[src/rtl/wb_pkg.sv]
// Shared types and constants for the MIPS writeback stage.
package wb_pkg;

  localparam int unsigned REG_ZERO = 0;
  localparam int unsigned LDTYPE_W = 3;

  typedef enum logic [LDTYPE_W-1:0] {
    LB  = 3'd0,
    LBU = 3'd1,
    LH  = 3'd2,
    LHU = 3'd3,
    LW  = 3'd4
  } ldtype_e;

  typedef enum logic [1:0] {
    IDLE,
    WAIT_LOAD,
    COMMIT
  } wb_state_e;

endpackage

[src/rtl/wb_stage_if.sv]
// MEM->WB handshake, data-memory response and regfile/bypass/hazard outputs.
interface wb_stage_if
  import wb_pkg::*;
#(
  parameter int unsigned ADDR_WIDTH = 5,
  parameter int unsigned DATA_WIDTH = 32,
  parameter int unsigned CNT_WIDTH  = 32
) ();

  logic                  IN_VALID;
  logic                  IN_READY;
  logic                  IN_REGWRITE;
  logic [ADDR_WIDTH-1:0] IN_DEST;
  logic [DATA_WIDTH-1:0] IN_RESULT;
  logic                  IN_IS_LOAD;
  logic [LDTYPE_W-1:0]   IN_LDTYPE;
  logic [1:0]            IN_ADDR_LO;
  logic                  DMEM_RVALID;
  logic [DATA_WIDTH-1:0] DMEM_RDATA;
  logic                  WB_WE3;
  logic [ADDR_WIDTH-1:0] WB_A3;
  logic [DATA_WIDTH-1:0] WB_WD3;
  logic                  PEND_VALID;
  logic [ADDR_WIDTH-1:0] PEND_A;
  logic [CNT_WIDTH-1:0]  RETIRED_CNT;
  logic                  ERR_SPURIOUS;

  modport master (
    output IN_VALID, IN_REGWRITE, IN_DEST, IN_RESULT, IN_IS_LOAD, IN_LDTYPE,
           IN_ADDR_LO, DMEM_RVALID, DMEM_RDATA,
    input  IN_READY, WB_WE3, WB_A3, WB_WD3, PEND_VALID, PEND_A, RETIRED_CNT,
           ERR_SPURIOUS
  );

  modport slave (
    input  IN_VALID, IN_REGWRITE, IN_DEST, IN_RESULT, IN_IS_LOAD, IN_LDTYPE,
           IN_ADDR_LO, DMEM_RVALID, DMEM_RDATA,
    output IN_READY, WB_WE3, WB_A3, WB_WD3, PEND_VALID, PEND_A, RETIRED_CNT,
           ERR_SPURIOUS
  );

endinterface

[src/rtl/wb_stage_load_align.sv]
// Little-endian byte/halfword lane select with sign or zero extension.
module load_align
  import wb_pkg::*;
#(
  parameter int unsigned DATA_WIDTH = 32
) (
  input  logic [DATA_WIDTH-1:0] rdata,
  input  logic [LDTYPE_W-1:0]   ldtype,
  input  logic [1:0]            addr_lo,
  output logic [DATA_WIDTH-1:0] aligned
);

  logic [7:0]  byte_v;
  logic [15:0] half_v;

  always_comb begin
    byte_v  = rdata[{addr_lo, 3'b000} +: 8];
    half_v  = rdata[{addr_lo[1], 4'b0000} +: 16];
    aligned = rdata;
    // Encodings above LW fall through to the full word.
    case (ldtype)
      LB:      aligned = {{(DATA_WIDTH-8){byte_v[7]}}, byte_v};
      LBU:     aligned = {{(DATA_WIDTH-8){1'b0}}, byte_v};
      LH:      aligned = {{(DATA_WIDTH-16){half_v[15]}}, half_v};
      LHU:     aligned = {{(DATA_WIDTH-16){1'b0}}, half_v};
      default: aligned = rdata;
    endcase
  end

endmodule

[src/rtl/wb_stage.sv]
// Writeback stage: one-slot holding register feeding the regfile write port,
// with load alignment, ID bypass, pending-load report and retire counter.
module wb_stage
  import wb_pkg::*;
#(
  parameter int unsigned ADDR_WIDTH = 5,
  parameter int unsigned DATA_WIDTH = 32,
  parameter int unsigned CNT_WIDTH  = 32
) (
  input  logic        CLK,
  input  logic        RST_N,
  wb_stage_if.slave   bus
);

  wb_state_e             state_q;
  logic                  regwrite_q;
  logic [ADDR_WIDTH-1:0] dest_q;
  logic [LDTYPE_W-1:0]   ldtype_q;
  logic [1:0]            addr_lo_q;
  logic                  we_q;
  logic [ADDR_WIDTH-1:0] a3_q;
  logic [DATA_WIDTH-1:0] wd3_q;
  logic                  pend_q;
  logic [CNT_WIDTH-1:0]  cnt_q;
  logic                  err_q;

  logic                  in_ready;
  logic                  accept;
  logic [DATA_WIDTH-1:0] aligned;

  assign in_ready = (state_q != WAIT_LOAD);
  assign accept   = bus.IN_VALID && in_ready;

  load_align #(.DATA_WIDTH(DATA_WIDTH)) u_align (
    .rdata   (bus.DMEM_RDATA),
    .ldtype  (ldtype_q),
    .addr_lo (addr_lo_q),
    .aligned (aligned)
  );

  // Write enable and pending flag are computed on entry to COMMIT/WAIT_LOAD
  // so every output comes straight from a flop.
  always_ff @(posedge CLK or negedge RST_N) begin
    if (!RST_N) begin
      state_q    <= IDLE;
      regwrite_q <= 1'b0;
      dest_q     <= '0;
      ldtype_q   <= '0;
      addr_lo_q  <= '0;
      we_q       <= 1'b0;
      a3_q       <= '0;
      wd3_q      <= '0;
      pend_q     <= 1'b0;
      cnt_q      <= '0;
      err_q      <= 1'b0;
    end else begin
      we_q <= 1'b0;
      if (state_q == COMMIT) begin
        cnt_q <= cnt_q + CNT_WIDTH'(1);
      end
      case (state_q)
        WAIT_LOAD: begin
          if (bus.DMEM_RVALID) begin
            state_q <= COMMIT;
            pend_q  <= 1'b0;
            we_q    <= regwrite_q && (dest_q != ADDR_WIDTH'(REG_ZERO));
            a3_q    <= dest_q;
            wd3_q   <= aligned;
          end
        end
        default: begin
          if (bus.DMEM_RVALID) begin
            err_q <= 1'b1;
          end
          if (accept) begin
            regwrite_q <= bus.IN_REGWRITE;
            dest_q     <= bus.IN_DEST;
            ldtype_q   <= bus.IN_LDTYPE;
            addr_lo_q  <= bus.IN_ADDR_LO;
            if (bus.IN_IS_LOAD) begin
              state_q <= WAIT_LOAD;
              pend_q  <= bus.IN_REGWRITE && (bus.IN_DEST != ADDR_WIDTH'(REG_ZERO));
            end else begin
              state_q <= COMMIT;
              we_q    <= bus.IN_REGWRITE && (bus.IN_DEST != ADDR_WIDTH'(REG_ZERO));
              a3_q    <= bus.IN_DEST;
              wd3_q   <= bus.IN_RESULT;
            end
          end else begin
            state_q <= IDLE;
          end
        end
      endcase
    end
  end

  assign bus.IN_READY     = in_ready;
  assign bus.WB_WE3       = we_q;
  assign bus.WB_A3        = a3_q;
  assign bus.WB_WD3       = wd3_q;
  assign bus.PEND_VALID   = pend_q;
  assign bus.PEND_A       = dest_q;
  assign bus.RETIRED_CNT  = cnt_q;
  assign bus.ERR_SPURIOUS = err_q;

endmodule

[src/flat_wrapper.sv]
// flat-port wrapper written by rule: the top's interface ports become plain ports
module wb_stage_flat import wb_pkg::*;
#(
  parameter int unsigned ADDR_WIDTH = 5,
  parameter int unsigned DATA_WIDTH = 32,
  parameter int unsigned CNT_WIDTH  = 32
)
  (CLK, RST_N, bus_IN_VALID, bus_IN_REGWRITE, bus_IN_DEST, bus_IN_RESULT, bus_IN_IS_LOAD, bus_IN_LDTYPE, bus_IN_ADDR_LO, bus_DMEM_RVALID, bus_DMEM_RDATA, bus_IN_READY, bus_WB_WE3, bus_WB_A3, bus_WB_WD3, bus_PEND_VALID, bus_PEND_A, bus_RETIRED_CNT, bus_ERR_SPURIOUS);
  wb_stage_if #(.ADDR_WIDTH(ADDR_WIDTH), .DATA_WIDTH(DATA_WIDTH), .CNT_WIDTH(CNT_WIDTH)) bus_i ();
  input  logic CLK;
  input  logic RST_N;
  input wire logic [$bits(bus_i.IN_VALID)-1:0] bus_IN_VALID;
  input wire logic [$bits(bus_i.IN_REGWRITE)-1:0] bus_IN_REGWRITE;
  input wire logic [$bits(bus_i.IN_DEST)-1:0] bus_IN_DEST;
  input wire logic [$bits(bus_i.IN_RESULT)-1:0] bus_IN_RESULT;
  input wire logic [$bits(bus_i.IN_IS_LOAD)-1:0] bus_IN_IS_LOAD;
  input wire logic [$bits(bus_i.IN_LDTYPE)-1:0] bus_IN_LDTYPE;
  input wire logic [$bits(bus_i.IN_ADDR_LO)-1:0] bus_IN_ADDR_LO;
  input wire logic [$bits(bus_i.DMEM_RVALID)-1:0] bus_DMEM_RVALID;
  input wire logic [$bits(bus_i.DMEM_RDATA)-1:0] bus_DMEM_RDATA;
  output wire logic [$bits(bus_i.IN_READY)-1:0] bus_IN_READY;
  output wire logic [$bits(bus_i.WB_WE3)-1:0] bus_WB_WE3;
  output wire logic [$bits(bus_i.WB_A3)-1:0] bus_WB_A3;
  output wire logic [$bits(bus_i.WB_WD3)-1:0] bus_WB_WD3;
  output wire logic [$bits(bus_i.PEND_VALID)-1:0] bus_PEND_VALID;
  output wire logic [$bits(bus_i.PEND_A)-1:0] bus_PEND_A;
  output wire logic [$bits(bus_i.RETIRED_CNT)-1:0] bus_RETIRED_CNT;
  output wire logic [$bits(bus_i.ERR_SPURIOUS)-1:0] bus_ERR_SPURIOUS;
  assign bus_i.IN_VALID = bus_IN_VALID;
  assign bus_i.IN_REGWRITE = bus_IN_REGWRITE;
  assign bus_i.IN_DEST = bus_IN_DEST;
  assign bus_i.IN_RESULT = bus_IN_RESULT;
  assign bus_i.IN_IS_LOAD = bus_IN_IS_LOAD;
  assign bus_i.IN_LDTYPE = bus_IN_LDTYPE;
  assign bus_i.IN_ADDR_LO = bus_IN_ADDR_LO;
  assign bus_i.DMEM_RVALID = bus_DMEM_RVALID;
  assign bus_i.DMEM_RDATA = bus_DMEM_RDATA;
  assign bus_IN_READY = bus_i.IN_READY;
  assign bus_WB_WE3 = bus_i.WB_WE3;
  assign bus_WB_A3 = bus_i.WB_A3;
  assign bus_WB_WD3 = bus_i.WB_WD3;
  assign bus_PEND_VALID = bus_i.PEND_VALID;
  assign bus_PEND_A = bus_i.PEND_A;
  assign bus_RETIRED_CNT = bus_i.RETIRED_CNT;
  assign bus_ERR_SPURIOUS = bus_i.ERR_SPURIOUS;
  wb_stage #(.ADDR_WIDTH(ADDR_WIDTH), .DATA_WIDTH(DATA_WIDTH), .CNT_WIDTH(CNT_WIDTH)) u_core (.CLK(CLK), .RST_N(RST_N), .bus(bus_i));
endmodule
[config.mk]
export PLATFORM = sky130hd
export DESIGN_NAME = wb_stage_flat
export DESIGN_NICKNAME = d
export VERILOG_FILES = /design/src/rtl/wb_pkg.sv /design/src/rtl/wb_stage_if.sv /design/src/rtl/wb_stage_load_align.sv /design/src/rtl/wb_stage.sv /design/src/flat_wrapper.sv
export SDC_FILE = /design/constraint.sdc
export NUM_CORES = 1
export LEC_CHECK = 0
export ABC_AREA = 1
export BUFFER_PORTS_ARGS = -buffer_cell sky130_fd_sc_hd__buf_2
export CAP_MARGIN = 20
export CORE_MARGIN = 10
export CORE_UTILIZATION = 25
export CTS_CLUSTER_DIAMETER = 200
export DETAILED_ROUTE_END_ITERATION = 16
export PLACE_DENSITY = 0.48
export SLEW_MARGIN = 10
export SYNTH_ARGS = -nofsm -noshare
export SYNTH_HDL_FRONTEND = slang
export SYNTH_SLANG_ARGS = --single-unit
[constraint.sdc]
create_clock -name CLK -period 2.2 [get_ports CLK]
set_clock_uncertainty 0.2 [all_clocks]
set_input_delay 0.33 -clock CLK [delete_from_list [all_inputs] [get_ports CLK]]
set_output_delay 0.33 -clock CLK [all_outputs]
set_load 0.1 [all_outputs]
### Word-level counts from Yosys, hierarchy flattened

Cells that the tools add are included.

| word-level totals | value |
|---|---|
| input bits | 80 |
| word-level logic and storage cells | 56 |
| flip-flop bits (word level) | 85 |
| output and inout bits | 78 |

| cells by class | value |
|---|---|
| multiplexer cells | 21 |
| bitwise logic cells | 1 |
| shift operators | 2 |
| equal/unequal tests | 8 |
| reductions and logical operators | 12 |
| add/sub/neg operators | 1 |

Operators with widths:

| cell | count |
|---|---|
| 32-bit two-way mux | 4 |
| 32-bit one-hot mux with 4 select lines | 1 |
| 32-bit by 1-bit adder with 32-bit output (second input constant) | 1 |
| 32-bit by 6-bit variable part select with 16-bit output | 1 |
| 32-bit by 6-bit variable part select with 8-bit output | 1 |
| 5-bit two-way mux | 4 |
| 5-bit nonzero test | 2 |
| 1-bit two-way mux | 8 |
| 2-bit two-way mux | 4 |
| 3-bit by 2-bit equality test with 1-bit output (second input constant) | 2 |
| 3-bit AND reduction | 2 |
| 2-bit by 1-bit inequality test with 1-bit output (second input constant) | 2 |
| 2-bit AND reduction | 2 |
| 2-bit nonzero test | 2 |
| 3-bit by 1-bit equality test with 1-bit output (second input constant) | 1 |
| 1-bit logical AND | 3 |
| 3-bit logical NOT | 1 |
| 2-bit by 1-bit equality test with 1-bit output (second input constant) | 1 |
| 2-bit equality test (second input constant) | 1 |
| 2-bit inequality test (second input constant) | 1 |
| 1-bit NOT | 1 |

### Logic depth before layout (Yosys ltp)

| depth | value |
|---|---|
| depth in word-level cells | 5 |
| depth in mapped cells | 10 |
| depth with buffers taken out | 9 |

### By module

A second synthesis with hierarchy kept.

| unflattened totals | value |
|---|---|
| cells, all modules | 728 |
| area, all modules | 5144.9 sq um |

By module, submodules not included:

| module | sequential area each (sq um) | cells each | instances | area each (sq um) |
|---|---|---|---|---|
| wb_stage | 2127.0 | 572 | 1 | 4296.6 |
| load_align | 0.0 | 156 | 1 | 848.3 |

### Least setup slack after synthesis

No wires, ideal clock.

| path | value |
|---|---|
| kind | flip-flop to flip-flop |
| start point | register u_core.cnt_q[1] (netlist: u_core.bus.RETIRED_CNT[1]) |
| end point | register u_core.cnt_q[24] (netlist: u_core.bus.RETIRED_CNT[24]) |
| library setup time | 0.122 ns |
| clock period less this slack | 2.419 ns |
| cell stages (with the launch flop) | 9 |
| setup slack | -0.219 ns |
| arrival | 2.096 ns |
| buffers on the path | 0 |
| data required time | 1.878 ns |
| cells stage by stage | dfrtp_1 ha_1 nand3_1 nor2_4 nand3b_4 nor2_4 nand3_1 nand2_1 nand2_1 |

| on the way | value |
|---|---|
| word-level cells in the longest chain between the ends | 1 |

Ends and longest elaborated chain:

| what | line | text |
|---|---|---|
| start, declared | wb_stage.sv:24 | `logic [CNT_WIDTH-1:0] cnt_q;` |
| start signal, assigned | wb_stage.sv:59 | `cnt_q <= cnt_q + CNT_WIDTH'(1);` |
| 32-bit by 1-bit adder with 32-bit output | wb_stage.sv:59 |  |

Every way passes these cells.
A chain may end at the register's enable or synchronous reset.

### Worst setup path in the final report

| path | value |
|---|---|
| start point | register u_core.state_q[1] |
| end point | output port bus_IN_READY |

| on the way | value |
|---|---|
| word-level cells in the longest chain between the ends | 1 |

Ends and longest elaborated chain:

| what | line | text |
|---|---|---|
| start, declared | wb_stage.sv:15 | `wb_state_e state_q;` |
| start signal, assigned | wb_stage.sv:45 | `state_q <= IDLE;` |
| start signal, assigned | wb_stage.sv:64 | `state_q <= COMMIT;` |
| start signal, assigned | wb_stage.sv:81 | `state_q <= WAIT_LOAD;` |
| 2-bit by 1-bit inequality test with 1-bit output | wb_stage.sv:31 | `assign in_ready = (state_q != WAIT_LOAD);` |
| end, declared | flat_wrapper.sv:21 | `output wire logic [$bits(bus_i.IN_READY)-1:0] bus_IN_READY;` |

Every way passes these cells.

==> summary.txt <==
Die
  – Die width: roughly 160 um
  – Die Ht: 161.4 um
  – I/O pin cnt: 158
  – Total die area: between 20000 and 30000 um^2
  – Cell Rows: a little over 50
  – Total core area: between 15000 and 20000 um^2
  – Initial Util: 25.52%

Power and ir drop
  – Power share of the clock group: between 20% and 30%
  – Int Pwr: 3.316 mW
  – Pwr per Cell Area: between 1000 and 1500 nW/um^2
  – Switching power: about 3.7 mW
  – Static Leak: around 3.3 nW
  – Sw Share: roughly 52%
  – Peak supply drop: approximately 0.00074 V
  – Sequential share of power: 29.5%
  – Logic gate share of total power: between 40% and 50%

Setup path
  – Critical Path AT: around 1.5 ns
  – WS Path Type: flop to output pin
  – Crit end category: output pin
  – Startpoint types: flop
  – CP required: ~1.7 ns
  – Max Fanout on Critical Path: 44
  – Register-to-Register Path Depth: 6

Clocking
  – # H-tree levels: 3
  – Worst skew pair latency: approximately 0.35 ns
  – Clock buffer depth: 2
  – Cts bufs inserted: 9
  – Clock root cell: clkbuf_16
  – Worst-path clk slew: 0.07 ns
  – Setup bufs post-CTS: 0
  – CTS tree: done
  – Sink Count: between 80 and 90

Synthesis
  – Syn Area/Cell: a little under 7 um^2
  – Post-Syn Area: roughly 5000 um^2
  – Synth Warn #: 0
  – Fraction of registers with async set/reset: 100.0%
  – Post-synth top flop: dfrtp_1
  – Synth Area in XOR/XNOR: under 10%
  – EDFF count, synth: 0
  – Post-synthesis mux area share: 0%
  – Synth Register Bits: 85
  – Area leader, netlist: dfrtp_1
  – Register area share after synthesis: 42.55%
  – Compound-Gate Fraction of Synth Area: a little under a tenth
  – Syn_nets: a little over 800
  – Post-Synth Simple-Gate Area: between 30% and 40%
  – Adder-Cell Fraction of Synth Area: less than 1%
  – Post-Synthesis Cells: ~730
  – Top cells by area, synth: dfrtp_1, nand2_1, nor2_1
  – Main combinational cell family by area after synthesis: simple AND/OR/NAND/NOR gates
  – Yosys top cell area share: 42.55%
  – Unique masters post-synth: 32

Cells and area
  – Final Instance Count excl. Fillers: around 1200
  – Final net count: between 900 and 1000
  – Commonest cells after routing, fill and taps aside: nand2_1, buf_2, nor2_1
  – Most common cell after layout, fill and taps aside: nand2_1
  – Fraction of layout cells with a size suffix above 1: 23.60%
  – P&R area growth vs syn: 30.46%

Routing
  – Routed WL: between 15000 and 20000 um
  – Vias: around 5000
  – # DRC: 0
  – DR iter-0 viols: about 300
  – WL per Instance: 14.78 um
  – Drt pass-1 iters: 5
  – Final ANT Viol Nets: 0
  – Vias per cell: between 4 and 5

Status
  – Status: complete, no violations

Timing
  – Final Max Slew Viols: 0
  – Crit path time final: roughly 2.1 ns
  – Hold slack: between 0.008 and 0.009 ns
  – Setup TNS: 0 ns
  – Hold Vio Cnt, Final: 0
  – Fin crit share: 94.07%
  – RSZ-0062 raised after global routing: no
  – Fmax: 483.2 MHz
  – Worst-margin pin slew: 0.5750 ns
  – Finish-stage setup viols: 0
  – Relative slew slack: between 60% and 70%

Min path
  – Worst hold path type: primary input to flop
  – Hold path cells: 3

Global route
  – Largest net degree at the start of global routing: between 80 and 90
  – Initial antenna violation count: 3
  – Grt ovf: 0
  – Vias in the first global route: around 5200
  – Global-route wire length before repair: about 28000 um
  – GRT Total Usage: 13.13%

Placement
  – Placed Instances: roughly 1100
  – Gpl congestion: 0.8372
  – Post-DP HPWL: 13300 um
  – # port buffers: between 150 and 200

Job
  – MaxCap Viol Count: 0
-- area by class of cell --
cell class              instances  area, um^2
multi-input cells             560        2529
fillers                      2181       13070
flip-flops and latches         85        2132
clock inverters                 6       77.57
repair buffers                176       996.0
clock buffers                  10       229.0
diodes                          5       12.51
well taps                     265       331.6
inverters                      57       214.0
-- cells in the mapped netlist, drive strengths merged, types with 3 or more instances --
master    n
xnor2     3
clkbuf    5
or2       3
o21ai    28
xor2     13
dfrtp    85
buf      22
nand4     5
nand3b    5
nor3      4
nand3    45
a21oi    42
nand2   265
inv      57
nor2    127
a22oi    10
a31oi     5
-- sequential cells by signal, summed over array words and instances, names as in the netlist --
signal and cells:
u_core.bus.PEND_VALID 1, u_core.bus.WB_WD3 32, u_core.bus.ERR_SPURIOUS 1, u_core.state_q 2, u_core.bus.PEND_A 5, u_core.regwrite_q 1
u_core.addr_lo_q 2, u_core.bus.WB_A3 5, u_core.bus.WB_WE3 1, u_core.bus.RETIRED_CNT 32, u_core.ldtype_q 3
-- what timing repair did --
item	CTS	global route
hold buffers	5	0
endpoints found under the hold margin	89	0
gates resized for setup	0	0
-- routing by layer --
metal / share of wire [%] / routed length [um] / up-vias / track usage [%]
met1: 45 / 7719 / 2239 / 16.32
li1: - / - / 2628 / -
met3: 9.3 / 1602 / 14 / 5.948
met4: 1.0 / 173 / 2 / 3.226
met5: 0.041 / 7 / - / 0
met2: 45 / 7705 / 146 / 20.26
-- power by group through the flow --
stage | Combinational (mW) | Clock, mW | Sequential, mW
after floorplan | 0.742 | 0 | 3.94
after CTS | 3.32 | 1.68 | 2.07
after detailed placement | 3.31 | 0 | 2.09
final | 3.28 | 1.63 | 2.06
after global placement | 3.31 | 0 | 2.10
after global routing | 3.49 | 1.75 | 2.11
-- worst max-delay path: stages (launching register included) --
cell,delay [ns]
dfrtp_1,0.43
inv_2,0.05
nand2_2,0.06
buf_4,0.41
buf_12,0.24
-- cells by family (layout without fill, tap and decap cells) --
kind of cell             Yosys count  count (layout)
AO/OA/AOI/OAI                     87              87
XOR/XNOR                          16              16
adder cells (fa/ha/maj)            1               1
buffers and inverters             84             249
flip-flops                        85              85
other                              0               5
AND/OR/NAND/NOR                  456             456
-- per-stage QoR --
step	worst slack [ns]	cell area, um^2	power [mW]	utilization [%]
6_report	0.1304	6521	6.974	33.29
5_1_grt	0.03400	6509	7.337	33.22
4_1_cts	0.1043	6509	7.068	33.22
3_5_place_dp	0.3249	6152	5.399	31.40
3_3_place_gp	0.3226	6152	5.405	31.40
2_1_floorplan	0.007719	5011	4.680	-
-- path summary, 6_finish.rpt --
path                                                       start                                     to  slack [ns]
max in group asynchronous                                  RST_N  u_core.bus.RETIRED_CNT[1]$_DFFE_PN0N_        1.06
worst max-delay path               u_core.state_q[1]$_DFFE_PN0P_                           bus_IN_READY        0.13
worst min-delay path                            bus_IN_LDTYPE[0]         u_core.ldtype_q[0]$_DFFE_PN0P_       0.009
min in group asynchronous                                  RST_N  u_core.bus.RETIRED_CNT[8]$_DFFE_PN0N_        0.35
worst max register to register     u_core.state_q[1]$_DFFE_PN0P_       u_core.bus.WB_WD3[0]$_DFFE_PN0P_        0.32
worst min register to register  u_core.bus.WB_WD3[7]$_DFFE_PN0P_       u_core.bus.WB_WD3[7]$_DFFE_PN0P_        0.27
(Power assumes the default switching activity.)
